### src/rtl/vec_pkg.sv
// Shared vector decode types: opcode/func enums, the queued micro-op record,
// the vill bit position and the VLMAX/vl helper.
package vec_pkg;

    // Wide payload fields are stored at this width and sliced to XLEN at the top.
    localparam int UOP_XW = 64;

    typedef enum logic [6:0] {
        OP_LOADFP  = 7'h07,
        OP_STOREFP = 7'h27,
        OP_V       = 7'h57
    } opcode_e;

    typedef enum logic [2:0] {
        F3_OPIVV = 3'b000,
        F3_OPFVV = 3'b001,
        F3_OPMVV = 3'b010,
        F3_OPIVI = 3'b011,
        F3_OPIVX = 3'b100,
        F3_OPFVF = 3'b101,
        F3_OPMVX = 3'b110,
        F3_OPCFG = 3'b111
    } func3_e;

    typedef enum logic [5:0] {
        F6_VADD   = 6'b000000,
        F6_VSUB   = 6'b000010,
        F6_VRSUB  = 6'b000011,
        F6_VMINU  = 6'b000100,
        F6_VMIN   = 6'b000101,
        F6_VMAXU  = 6'b000110,
        F6_VMAX   = 6'b000111,
        F6_VAND   = 6'b001001,
        F6_VOR    = 6'b001010,
        F6_VXOR   = 6'b001011,
        F6_VMERGE = 6'b010111,
        F6_VMSEQ  = 6'b011000,
        F6_VMSNE  = 6'b011001,
        F6_VSLL   = 6'b100101,
        F6_VSRL   = 6'b101000,
        F6_VSRA   = 6'b101001
    } func6_int_e;

    typedef enum logic [5:0] {
        F6_VMULHU  = 6'b100100,
        F6_VMUL    = 6'b100101,
        F6_VMULHSU = 6'b100110,
        F6_VMULH   = 6'b100111,
        F6_VMADD   = 6'b101001,
        F6_VNMSUB  = 6'b101011,
        F6_VMACC   = 6'b101101,
        F6_VNMSAC  = 6'b101111
    } func6_mul_e;

    typedef enum logic [1:0] {
        UC_ARITH = 2'd0,
        UC_LOAD  = 2'd1,
        UC_STORE = 2'd2
    } uop_class_e;

    typedef struct packed {
        uop_class_e          cls;
        logic [2:0]          func3;
        logic [5:0]          func6;
        logic [4:0]          vd;
        logic [4:0]          vs1;
        logic [4:0]          vs2;
        logic                vm;
        logic [UOP_XW-1:0]   imm;
        logic [UOP_XW-1:0]   scalar;
        logic [UOP_XW-1:0]   stride;
        logic [2:0]          width;
        logic [2:0]          nf;
        logic [1:0]          mop;
        logic                illegal;
        logic [UOP_XW-1:0]   vl;
        logic [UOP_XW-1:0]   vtype;
    } uop_t;

    function automatic int vill_idx(input int xlen);
        return xlen - 1;
    endfunction

    function automatic logic func6_legal(input logic [2:0] func3, input logic [5:0] func6);
        logic int_op;
        logic mul_op;
        int_op = func6 inside {F6_VADD, F6_VSUB, F6_VRSUB, F6_VMINU, F6_VMIN, F6_VMAXU,
                               F6_VMAX, F6_VAND, F6_VOR, F6_VXOR, F6_VMERGE, F6_VMSEQ,
                               F6_VMSNE, F6_VSLL, F6_VSRL, F6_VSRA};
        mul_op = func6 inside {F6_VMULHU, F6_VMUL, F6_VMULHSU, F6_VMULH, F6_VMADD,
                               F6_VNMSUB, F6_VMACC, F6_VNMSAC};
        case (func3)
            F3_OPIVV: return int_op && (func6 != F6_VRSUB);
            F3_OPIVX: return int_op;
            F3_OPIVI: return int_op && (func6 != F6_VSUB)
                             && !(func6 inside {F6_VMINU, F6_VMIN, F6_VMAXU, F6_VMAX});
            F3_OPMVV, F3_OPMVX: return mul_op;
            default:  return 1'b0;
        endcase
    endfunction

    // vl = min(AVL, VLEN * LMUL / SEW) with SEW = 8 << vsew, LMUL = 1 << vlmul.
    function automatic logic [UOP_XW-1:0] calc_vl(input logic [UOP_XW-1:0] avl,
                                                  input logic [1:0] vsew,
                                                  input logic [1:0] vlmul,
                                                  input int vlen);
        logic [UOP_XW-1:0] vlmax;
        vlmax = (UOP_XW'(vlen) << vlmul) >> (3 + vsew);
        return (avl < vlmax) ? avl : vlmax;
    endfunction

endpackage

### src/rtl/vec_uop_fifo.sv
// Micro-op queue: power-of-two ring buffer with occupancy count; payload is not reset.
module vec_uop_fifo
#(
    parameter int  DEPTH = 4,
    parameter type T     = logic
) (
    input  logic clk,
    input  logic reset,
    input  logic push_i,
    input  T     din_i,
    input  logic pop_i,
    output T     dout_o,
    output logic full_o,
    output logic empty_o
);

    localparam int AW = $clog2(DEPTH);

    T               mem_q [DEPTH];
    logic [AW-1:0]  wr_ptr_q, wr_ptr_d;
    logic [AW-1:0]  rd_ptr_q, rd_ptr_d;
    logic [AW:0]    count_q, count_d;
    logic           do_push, do_pop;

    assign full_o  = (count_q == (AW+1)'(DEPTH));
    assign empty_o = (count_q == '0);
    assign do_push = push_i && !full_o;
    assign do_pop  = pop_i && !empty_o;
    assign dout_o  = mem_q[rd_ptr_q];

    always_comb begin
        wr_ptr_d = wr_ptr_q + AW'(do_push);
        rd_ptr_d = rd_ptr_q + AW'(do_pop);
        count_d  = count_q + (AW+1)'(do_push) - (AW+1)'(do_pop);
    end

    always_ff @(posedge clk) begin
        if (reset) begin
            wr_ptr_q <= '0;
            rd_ptr_q <= '0;
            count_q  <= '0;
        end else begin
            wr_ptr_q <= wr_ptr_d;
            rd_ptr_q <= rd_ptr_d;
            count_q  <= count_d;
        end
    end

    always_ff @(posedge clk) begin
        if (do_push) begin
            mem_q[wr_ptr_q] <= din_i;
        end
    end

endmodule

### src/rtl/vec_decode_pipe.sv
// Vector decode front-end: executes vset* configuration against the vl/vtype CSRs
// and queues decoded arithmetic/load/store micro-ops for the vector backend.
module vec_decode_pipe
    import vec_pkg::*;
#(
    parameter int XLEN  = 32,
    parameter int VLEN  = 512,
    parameter int DEPTH = 4
) (
    input  logic            clk,
    input  logic            reset,
    input  logic            inst_valid,
    output logic            inst_ready,
    input  logic [XLEN-1:0] vec_inst,
    input  logic [XLEN-1:0] rs1_data,
    input  logic [XLEN-1:0] rs2_data,
    output logic            uop_valid,
    input  logic            uop_ready,
    output logic [1:0]      uop_class,
    output logic [2:0]      uop_func3,
    output logic [5:0]      uop_func6,
    output logic [4:0]      uop_vd,
    output logic [4:0]      uop_vs1,
    output logic [4:0]      uop_vs2,
    output logic            uop_vm,
    output logic [XLEN-1:0] uop_imm,
    output logic [XLEN-1:0] uop_scalar,
    output logic [XLEN-1:0] uop_stride,
    output logic [2:0]      uop_width,
    output logic [2:0]      uop_nf,
    output logic [1:0]      uop_mop,
    output logic            uop_illegal,
    output logic [XLEN-1:0] uop_vl,
    output logic [XLEN-1:0] uop_vtype,
    output logic            rd_wb_valid,
    output logic [4:0]      rd_wb_addr,
    output logic [XLEN-1:0] rd_wb_data,
    output logic [XLEN-1:0] csr_vl,
    output logic [XLEN-1:0] csr_vtype
);

    localparam int              VILL       = vill_idx(XLEN);
    localparam logic [XLEN-1:0] VILL_VTYPE = XLEN'(1) << VILL;

    logic [6:0]      opcode;
    logic [4:0]      rd, rs1, rs2;
    logic [2:0]      f3;
    logic [5:0]      f6;
    logic            handshake, is_cfg, is_arith, is_load, is_store, cfg_hs;
    logic            fifo_full, fifo_empty;
    uop_t            uop_in, head;

    logic [XLEN-1:0] csr_vl_q, csr_vl_d, csr_vtype_q, csr_vtype_d;
    logic [XLEN-1:0] vtype_raw, avl;
    logic            is_ivli, keep_vl, cfg_vill;
    logic            wb_valid_q, wb_valid_d;
    logic [4:0]      wb_addr_q, wb_addr_d;
    logic [XLEN-1:0] wb_data_q, wb_data_d;
    logic            unused_mew;

    assign opcode     = vec_inst[6:0];
    assign rd         = vec_inst[11:7];
    assign f3         = vec_inst[14:12];
    assign rs1        = vec_inst[19:15];
    assign rs2        = vec_inst[24:20];
    assign f6         = vec_inst[31:26];
    assign unused_mew = vec_inst[28];

    assign handshake = inst_valid && inst_ready;
    assign is_cfg    = (opcode == OP_V) && (f3 == F3_OPCFG);
    assign is_arith  = (opcode == OP_V) && (f3 != F3_OPCFG);
    assign is_load   = (opcode == OP_LOADFP);
    assign is_store  = (opcode == OP_STOREFP);
    assign cfg_hs    = handshake && is_cfg;

    always_comb begin
        uop_in         = '0;
        uop_in.cls     = is_load ? UC_LOAD : (is_store ? UC_STORE : UC_ARITH);
        uop_in.func3   = f3;
        uop_in.func6   = f6;
        uop_in.vd      = rd;
        uop_in.vs1     = rs1;
        uop_in.vs2     = rs2;
        uop_in.vm      = vec_inst[25];
        uop_in.imm     = {{(UOP_XW-5){rs1[4]}}, rs1};
        uop_in.scalar  = UOP_XW'(rs1_data);
        uop_in.stride  = UOP_XW'(rs2_data);
        uop_in.width   = f3;
        uop_in.nf      = vec_inst[31:29];
        uop_in.mop     = vec_inst[27:26];
        uop_in.illegal = is_arith && (!func6_legal(f3, f6) || csr_vtype_q[VILL]);
        uop_in.vl      = UOP_XW'(csr_vl_q);
        uop_in.vtype   = UOP_XW'(csr_vtype_q);
    end

    vec_uop_fifo #(
        .DEPTH (DEPTH),
        .T     (uop_t)
    ) u_fifo (
        .clk     (clk),
        .reset   (reset),
        .push_i  (handshake && (is_arith || is_load || is_store)),
        .din_i   (uop_in),
        .pop_i   (uop_ready),
        .dout_o  (head),
        .full_o  (fifo_full),
        .empty_o (fifo_empty)
    );

    // vsetvli: bit31=0, zimm[10:0]; vsetivli: bits31:30=11, zimm[9:0], uimm AVL; vsetvl: rs2_data.
    always_comb begin
        is_ivli = vec_inst[31] && vec_inst[30];
        if (!vec_inst[31]) begin
            vtype_raw = XLEN'(vec_inst[30:20]);
        end else if (vec_inst[30]) begin
            vtype_raw = XLEN'(vec_inst[29:20]);
        end else begin
            vtype_raw = rs2_data;
        end
        if (is_ivli) begin
            avl = XLEN'(rs1);
        end else if (rs1 != 5'd0) begin
            avl = rs1_data;
        end else begin
            avl = '1;
        end
        keep_vl  = !is_ivli && (rs1 == 5'd0) && (rd == 5'd0);
        cfg_vill = (vtype_raw[5:3] > 3'd3) || vtype_raw[2] || (|vtype_raw[XLEN-1:8]);

        csr_vl_d    = csr_vl_q;
        csr_vtype_d = csr_vtype_q;
        if (cfg_hs) begin
            if (cfg_vill) begin
                csr_vl_d    = '0;
                csr_vtype_d = VILL_VTYPE;
            end else begin
                csr_vtype_d = vtype_raw;
                if (!keep_vl) begin
                    csr_vl_d = XLEN'(calc_vl(UOP_XW'(avl), vtype_raw[4:3], vtype_raw[1:0], VLEN));
                end
            end
        end

        wb_valid_d = cfg_hs;
        wb_addr_d  = cfg_hs ? rd : wb_addr_q;
        wb_data_d  = cfg_hs ? csr_vl_d : wb_data_q;
    end

    always_ff @(posedge clk) begin
        if (reset) begin
            csr_vl_q    <= '0;
            csr_vtype_q <= VILL_VTYPE;
            wb_valid_q  <= 1'b0;
            wb_addr_q   <= '0;
            wb_data_q   <= '0;
        end else begin
            csr_vl_q    <= csr_vl_d;
            csr_vtype_q <= csr_vtype_d;
            wb_valid_q  <= wb_valid_d;
            wb_addr_q   <= wb_addr_d;
            wb_data_q   <= wb_data_d;
        end
    end

    assign inst_ready  = !fifo_full;
    assign uop_valid   = !fifo_empty;
    assign uop_class   = head.cls;
    assign uop_func3   = head.func3;
    assign uop_func6   = head.func6;
    assign uop_vd      = head.vd;
    assign uop_vs1     = head.vs1;
    assign uop_vs2     = head.vs2;
    assign uop_vm      = head.vm;
    assign uop_imm     = head.imm[XLEN-1:0];
    assign uop_scalar  = head.scalar[XLEN-1:0];
    assign uop_stride  = head.stride[XLEN-1:0];
    assign uop_width   = head.width;
    assign uop_nf      = head.nf;
    assign uop_mop     = head.mop;
    assign uop_illegal = head.illegal;
    assign uop_vl      = head.vl[XLEN-1:0];
    assign uop_vtype   = head.vtype[XLEN-1:0];
    assign rd_wb_valid = wb_valid_q;
    assign rd_wb_addr  = wb_addr_q;
    assign rd_wb_data  = wb_data_q;
    assign csr_vl      = csr_vl_q;
    assign csr_vtype   = csr_vtype_q;

    if (XLEN < UOP_XW) begin : g_hi
        logic unused_hi;
        assign unused_hi = ^{head.imm[UOP_XW-1:XLEN], head.scalar[UOP_XW-1:XLEN],
                             head.stride[UOP_XW-1:XLEN], head.vl[UOP_XW-1:XLEN],
                             head.vtype[UOP_XW-1:XLEN]};
    end

endmodule

### config.mk
export PLATFORM = sky130hd
export DESIGN_NAME = vec_decode_pipe
export DESIGN_NICKNAME = d
export VERILOG_FILES = /design/src/rtl/vec_pkg.sv /design/src/rtl/vec_uop_fifo.sv /design/src/rtl/vec_decode_pipe.sv
export SDC_FILE = /design/constraint.sdc
export NUM_CORES = 1
export LEC_CHECK = 0
export ABC_AREA = 0
export CELL_PAD_IN_SITES_DETAIL_PLACEMENT = 1
export CELL_PAD_IN_SITES_GLOBAL_PLACEMENT = 1
export CORE_MARGIN = 3
export CORE_UTILIZATION = 50
export DETAILED_ROUTE_END_ITERATION = 10
export GPL_TIMING_DRIVEN = 0
export PLACE_DENSITY = 0.83
export SLEW_MARGIN = 20
export SYNTH_ARGS = -nofsm -noshare
export SYNTH_HDL_FRONTEND = slang
export SYNTH_SLANG_ARGS = --single-unit
export TNS_END_PERCENT = 10
### constraint.sdc
create_clock -name clk -period 53.1 [get_ports clk]
set_clock_uncertainty 0.05 [all_clocks]
set_input_delay 10.62 -clock clk [delete_from_list [all_inputs] [get_ports clk]]
set_output_delay 10.62 -clock clk [all_outputs]
set_load 0.005 [all_outputs]
==> metrics.md, run 1 <==
| Metric | Value |
|---|---|
| Largest net degree at the start of global routing | `46` |
| Synth Register Bits | `733` |
| Syn_nets | `1501` |
| Fin util | `65.9%` |
| Adder-Cell Fraction of Synth Area | `0.523%` |
| Yosys warns | `0` |
| Max IR drop VDD | `0.0289 mV` |
| First-pass GRT wire length | `117 mm` |
| Async S/R FF share, synth | `0%` |
| Max Slew Vio Count | `0` |
| Synthesis-to-finish area growth | `29.0%` |
| Switching pwr | `359 uW` |
| Combinational family with the most area after synthesis | `multiplexers` |
| Compound-gate portion of the synthesized area | `2.68%` |
| CP max FO | `29` |
| Clock net sink count | `733` |
| Critical Path Max Stage Delay | `860 ps` |
| Vias | `15500` |
| Switching share of power | `24.6%` |
| CP Launch Type | `register` |
| Final Cycle Share | `27.8%` |
| Max frequency | `0.0676 GHz` |
| Root buf cell | `clkbuf_16` |
| Post-synth top flop | `edfxtp_1` |
| Comb pwr share | `20.9%` |
| Relative slew slack | `30.6%` |
| Crit end category | `output port` |
| Setup bufs post-CTS | `0` |
| Clk pwr share | `36.3%` |
| CTS H-tree depth | `3` |
| Reg power frac | `42.8%` |
| Worst EP required | `42430 ps` |
| Critical path arrival | `4110 ps` |
| Leakage | `11.7 nW` |
| WL per Instance | `29.0 um` |
| Max Root-Sink Buffers | `3` |
| CTS resizes | `0` |
| Dpl hpwl | `52.7 mm` |
| Post-layout nets | `2027` |
| Sequential area share after synthesis | `75.4%` |
| Max Cap Viol | `0` |
| Gpl congestion | `0.800` |
| Setup TNS | `0 ps` |
| Initial antenna violation count | `6` |
| Mapped Area | `27800 um2` |
| Slowest CP cell | `mux4_2` |
| Drt pass-1 iters | `5` |
| Initial DRC count | `1203` |
| Number of flops mapped to enable cells by yosys | `624` |
| Fillers | `4520` |
| Simple-gate share of the synthesized area | `4.03%` |
| Clock transition at path regs | `60 ps` |
| Final number of setup-violating endpoints | `0` |
| Min cycle time layout | `14780 ps` |
| Die W | `242 um` |
| # DRC | `0` |
| Drt total wl | `79.0 mm` |
| RSZ-0062 raised after global routing | `no` |
| Cell row count | `85` |
| Skew-Pair Late Insertion Delay | `610 ps` |
| Port bufs | `399` |
| Die height | `242 um` |
| Mapped Cells | `1390` |
| Cts hold-fix bufs | `0` |
| Yosys cell types | `73` |
| Fraction of synthesized area in multiplexers | `13.3%` |
| CTS tree | `done` |
| P per Cell Area | `40.7 nW/um2` |
| I/O Pins | `400` |
| Share of layout cells above drive strength 1 | `23.9%` |
| WS Path Type | `register to output port` |
| Vias in the first global route | `16800` |
| Number of antenna-violating nets in the routed design | `0` |
| Area of the die | `58400 um2` |
| Final hold viol count | `0` |
| Post-Synth XOR/XNOR Area | `0.189%` |
| Grt total ovfl | `0` |
| Worst Tran Pin Value | `1040 ps` |
| CORE AREA | `54300 um2` |
| Internal power | `1.10 mW` |
| Status | `completed` |
| DR vias/cell | `5.70` |
| Hold crit path type | `register to register` |
| Crit-path cells | `clkbuf_1, buf_1, buf_2, mux4_2, buf_4, clkdlybuf4s50_1` |
| Initial Util | `51.1%` |
| CTS Buf Count | `74` |
| Avg Cell Area, Syn | `20.0 um2` |
| GRT Total Usage | `27.2%` |
final timing paths:
| path | end | depth (start not counted) | slack (ps) | from |
|---|---|---|---|---|
| worst min register to register | rd_wb_data[9] | 2 | 400 | rd_wb_data[9] |
| worst max register to register | u_fifo.mem_q[0][16] | 12 | 49500 | u_fifo.count_q[1] |
| worst max-delay path | uop_imm[18] | 6 | 38320 | u_fifo.rd_ptr_q[0] |
| worst min-delay path | rd_wb_data[9] | 2 | 400 | rd_wb_data[9] |
power groups by stage:
stage / clock (mW) / sequential [mW] / combinational, mW
6_report: 0.530 / 0.624 / 0.305
4_1_cts: 0.540 / 0.624 / 0.310
3_5_place_dp: 0 / 0.636 / 0.303
3_3_place_gp: 0 / 0.637 / 0.296
5_1_grt: 0.565 / 0.624 / 0.321
2_1_floorplan: 0 / 0.636 / 0.150
worst max-delay path: cells and delay by family, from the launching register on:
family / cells / cell delay [ps]
buffers and inverters: 5 / 2250
DFF: 1 / 360
muxes: 1 / 860
through the flow:
step           hold WS, ps  power (mW)  area (um2)  cells  setup slack [ps]
6_report               401        1.46       35800   2720             38320
5_1_grt                431        1.51       35800   2719             38090
4_1_cts                404        1.47       35800   2716             38230
3_5_place_dp           395       0.939       33300   2579             38310
3_3_place_gp           395       0.932       32700   2528             13250
2_1_floorplan          396       0.786       27800   1390             26320
synth_stat cells, types with 4 or more instances:
| library cell | n | share of area, % |
|---|---|---|
| nor4_1 | 16 | 0.36 |
| a22o_1 | 22 | 0.69 |
| a21o_1 | 4 | 0.11 |
| a22oi_1 | 4 | 0.11 |
| mux2i_1 | 15 | 0.54 |
| and2_1 | 50 | 1.1 |
| a211o_1 | 7 | 0.22 |
| nor2b_1 | 14 | 0.32 |
| nand4_1 | 5 | 0.11 |
| o21ai_0 | 8 | 0.14 |
| nor2_1 | 26 | 0.35 |
| o21a_1 | 4 | 0.11 |
| dfxtp_1 | 109 | 7.9 |
| ha_1 | 10 | 0.45 |
| nand2_1 | 48 | 0.65 |
| inv_1 | 7 | 0.095 |
| buf_2 | 20 | 0.36 |
| edfxtp_1 | 624 | 68 |
| a21oi_1 | 16 | 0.29 |
| buf_4 | 107 | 2.9 |
| o21ai_1 | 10 | 0.18 |
| clkbuf_1 | 31 | 0.42 |
| nand2b_1 | 5 | 0.11 |
| mux4_2 | 156 | 13 |
| nor3_1 | 6 | 0.11 |
area by class of cell:
type | count | area (um2) | area share [%]
Tap cell | 739 | 925 | 2.58
Multi-Input combinational cell | 486 | 5780 | 16.1
Clock buffer | 97 | 1980 | 5.53
Timing Repair Buffer | 450 | 4620 | 12.9
Sequential cell | 733 | 20900 | 58.4
Buffer | 164 | 1060 | 2.96
Clock inverter | 40 | 482 | 1.35
Antenna cell | 4 | 10.0 | 0.0280
Inverter | 7 | 26.3 | 0.0734
state kept, by name (all words and copies together), names as in the netlist:
name,cells
u_fifo.rd_ptr_q,2
csr_vtype,32
u_fifo.mem_q,624
u_fifo.wr_ptr_q,2
csr_vl,32
rd_wb_data,32
u_fifo.count_q,3
rd_wb_valid,1
rd_wb_addr,5
cell families after synthesis:
| logic type | Yosys count |
|---|---|
| AOI/OAI and AO/OA | 98 |
| xor gates and xnor gates | 6 |
| adders and majority gates | 11 |
| buffers and inverters | 171 |
| DFF | 733 |
| muxes | 173 |
| and+or+nand+nor | 198 |
layer usage:
layer | vias up | routed length, um | track usage [%]
met4 | 4 | 1780 | 7.60
met2 | 562 | 41800 | 48.1
met1 | 8292 | 30500 | 34.0
met5 | - | 26 | 0
li1 | 6531 | - | -
met3 | 113 | 4900 | 5.78
placed cells by master (no fill, tap or decap), drive strengths merged, types with 3 or more instances in the layout:
cell           instances
nor2                  27
or2                    3
nand2b                 6
and2                  50
xnor2                  3
a31oi                  4
inv                   11
a211o                  7
and3                   3
mux2i                 15
a22oi                  4
diode                  4
clkdlybuf4s50        399
mux4                 156
a21o                   4
nand4                  5
clkbuf               129
a221o                  3
clkinvlp               3
dfxtp                109
clkinv                25
nand2                 49
edfxtp               624
nor2b                 15
bufinv                 8
o21a                   4
o21ai                 19
xor2                   3
nor4                  20
a21oi                 17
nor3                   8
buf                  183
ha                    10
a22o                  22
No activity file was read; power rests on OpenSTA's default activity.
==> run 2, diff against run 1 <==
--- a/config.mk
+++ b/config.mk
@@ -9,10 +9,10 @@
 export CELL_PAD_IN_SITES_DETAIL_PLACEMENT = 1
 export CELL_PAD_IN_SITES_GLOBAL_PLACEMENT = 1
 export CORE_MARGIN = 3
-export CORE_UTILIZATION = 50
+export CORE_UTILIZATION = 47
 export DETAILED_ROUTE_END_ITERATION = 10
 export GPL_TIMING_DRIVEN = 0
-export PLACE_DENSITY = 0.83
+export PLACE_DENSITY = 0.79
 export SLEW_MARGIN = 20
 export SYNTH_ARGS = -nofsm -noshare
 export SYNTH_HDL_FRONTEND = slang
==> constraint.sdc (replaced) <==
create_clock -name clk -period 13.85 [get_ports clk]
set_clock_uncertainty 0.05 [all_clocks]
set_input_delay 2.77 -clock clk [delete_from_list [all_inputs] [get_ports clk]]
set_output_delay 2.77 -clock clk [all_outputs]
set_load 0.005 [all_outputs]
==> run 2 against run 1 <==
Net effect:
- power rose to 3.8 times the previous value
- hold slack better by 11 ps
- non-clock buffer count shrank 12
- first-iteration DRC count fell by 15%
- count of clock-buffer cells in the layout grew 6
- worst setup slack lost 31000 ps
- cell count grew 0.51%
- register-to-register slack got worse by 39000 ps
- final area about the same
- core utilization down 4.1 points
==> metrics.md, run 2 (synthesized netlist as in run 1, its figures left out) <==
| Metric | Value |
|---|---|
| Initial DRC count | `1017` |
| Clock transition at path regs | `60 ps` |
| Synthesis-to-finish area growth | `29.1%` |
| First-pass GRT wire length | `112 mm` |
| WS Path Type | `register to output port` |
| Final number of setup-violating endpoints | `0` |
| Largest net degree at the start of global routing | `43` |
| WP buf/inv | `5` |
| GRT Total Usage | `24.3%` |
| Status | `completed` |
| CTS H-tree depth | `3` |
| Dpl hpwl | `51.6 mm` |
| Die height | `249 um` |
| Hold crit path type | `register to register` |
| CORE AREA | `58000 um2` |
| Vias in the first global route | `16400` |
| Port bufs | `399` |
| # DRC | `0` |
| Initial antenna violation count | `8` |
| Final Cycle Share | `49.2%` |
| Max Cap Viol | `0` |
| Crit end category | `output port` |
| I/O Pins | `400` |
| Gpl congestion | `0.777` |
| Max frequency | `0.147 GHz` |
| RSZ-0062 raised after global routing | `no` |
| Min Hold Slack | `412 ps` |
| Setup slack at placement | `6800 ps` |
| Number of flip-flops in the largest register | `624` |
| Drt total wl | `75.8 mm` |
| Tot Pwr | `5.51 mW` |
| Critical path arrival | `3990 ps` |
| CTS resizes | `0` |
| Number of antenna-violating nets in the routed design | `0` |
| Most frequent cells in the layout | `edfxtp_1, clkdlybuf4s50_1, mux4_2` |
| CTS tree | `done` |
| Top delay family on crit path | `buffers and inverters` |
| Drt pass-1 iters | `5` |
| Vias | `15100` |
| Max IR drop VDD | `0.128 mV` |
| CP Launch Type | `register` |
| Skew-Pair Late Insertion Delay | `600 ps` |
| Crit-path cells | `clkbuf_1, buf_1, buf_2, mux4_2, buf_4, clkdlybuf4s50_1` |
| Min cycle time layout | `6810 ps` |
| Max Root-Sink Buffers | `3` |
| Post-layout nets | `2016` |
| CP max FO | `29` |
| Worst Tran Pin Value | `1140 ps` |
| Share of layout cells above drive strength 1 | `23.3%` |
| Worst EP required | `11030 ps` |
| Max Slew Vio Count | `0` |
| Root buf cell | `clkbuf_16` |
| Final worst slack | `7040 ps` |
| Largest Register | `u_fifo.mem_q` |
| Cell row count | `88` |
| DR vias/cell | `5.52` |
| Setup TNS | `0 ps` |
| Die W | `249 um` |
| Leakage | `11.6 nW` |
| Area of the die | `62000 um2` |
| Clock net sink count | `733` |
| Grt total ovfl | `0` |
| WL per Instance | `27.7 um` |
| CTS Buf Count | `75` |
| Relative slew slack | `24.3%` |
| P per Cell Area | `154 nW/um2` |
| Initial Util | `47.8%` |
| Critical Path Max Stage Delay | `840 ps` |
| Setup bufs post-CTS | `0` |
| Slowest CP cell | `mux4_2` |
| Commonest non-fill, non-tap cell in the layout | `edfxtp_1` |
| Cts hold-fix bufs | `0` |
| Final hold viol count | `0` |
[run 2: worst register-to-register path: stages, from the launching register on]
cell and delay, ps:
dfxtp_1 420, nor2_1 90, nand2_1 100, nand3_1 150
nor4_4 510, buf_6 250, buf_8 170, buf_6 180
buf_6 200, buf_4 250, buf_8 170, buf_4 210
[run 2: final timing paths]
kind	startpoint	end	slack, ps	cells past startpoint
worst min-delay path	rd_wb_data[9]	rd_wb_data[9]	410	2
worst min register to register	rd_wb_data[9]	rd_wb_data[9]	410	2
worst max register to register	u_fifo.count_q[1]	u_fifo.mem_q[0][11]	10770	11
worst max-delay path	u_fifo.rd_ptr_q[0]	uop_imm[16]	7040	6
[run 2: layer usage]
| layer | global-route usage, % | vias to the layer above | part of all wire, % |
|---|---|---|---|
| met5 | 0 | - | 0.017 |
| met4 | 6.93 | 2 | 2.1 |
| met3 | 5.10 | 92 | 5.9 |
| met2 | 42.1 | 507 | 52 |
| met1 | 31.4 | 7950 | 40 |
| li1 | - | 6528 | - |
[run 2: final cells by class]
cell class,count,area (um2)
Buffer,164,1060
Fill cell,4998,22200
Clock buffer,103,2090
Timing Repair Buffer,438,4670
Antenna cell,8,20.0
Clock inverter,30,285
Inverter,7,26.3
Multi-Input combinational cell,486,5790
Sequential cell,733,20900
Tap cell,765,957
[run 2: where the power goes]
group	switching [mW]	internal [mW]
clock network	0.832	1.14
registers	0.00536	2.39
logic	0.491	0.655
total	1.33	4.18
[run 2: through the flow]
| step | area, um2 | utilization (%) | std cells |
|---|---|---|---|
| finish | 35800 | 61.7 | 2734 |
| global route | 35800 | 61.7 | 2731 |
| CTS | 35800 | 61.7 | 2726 |
| detailed placement | 33400 | 57.6 | 2593 |
| global placement | 32700 | 56.4 | 2554 |
| floorplan | 27800 | - | 1390 |
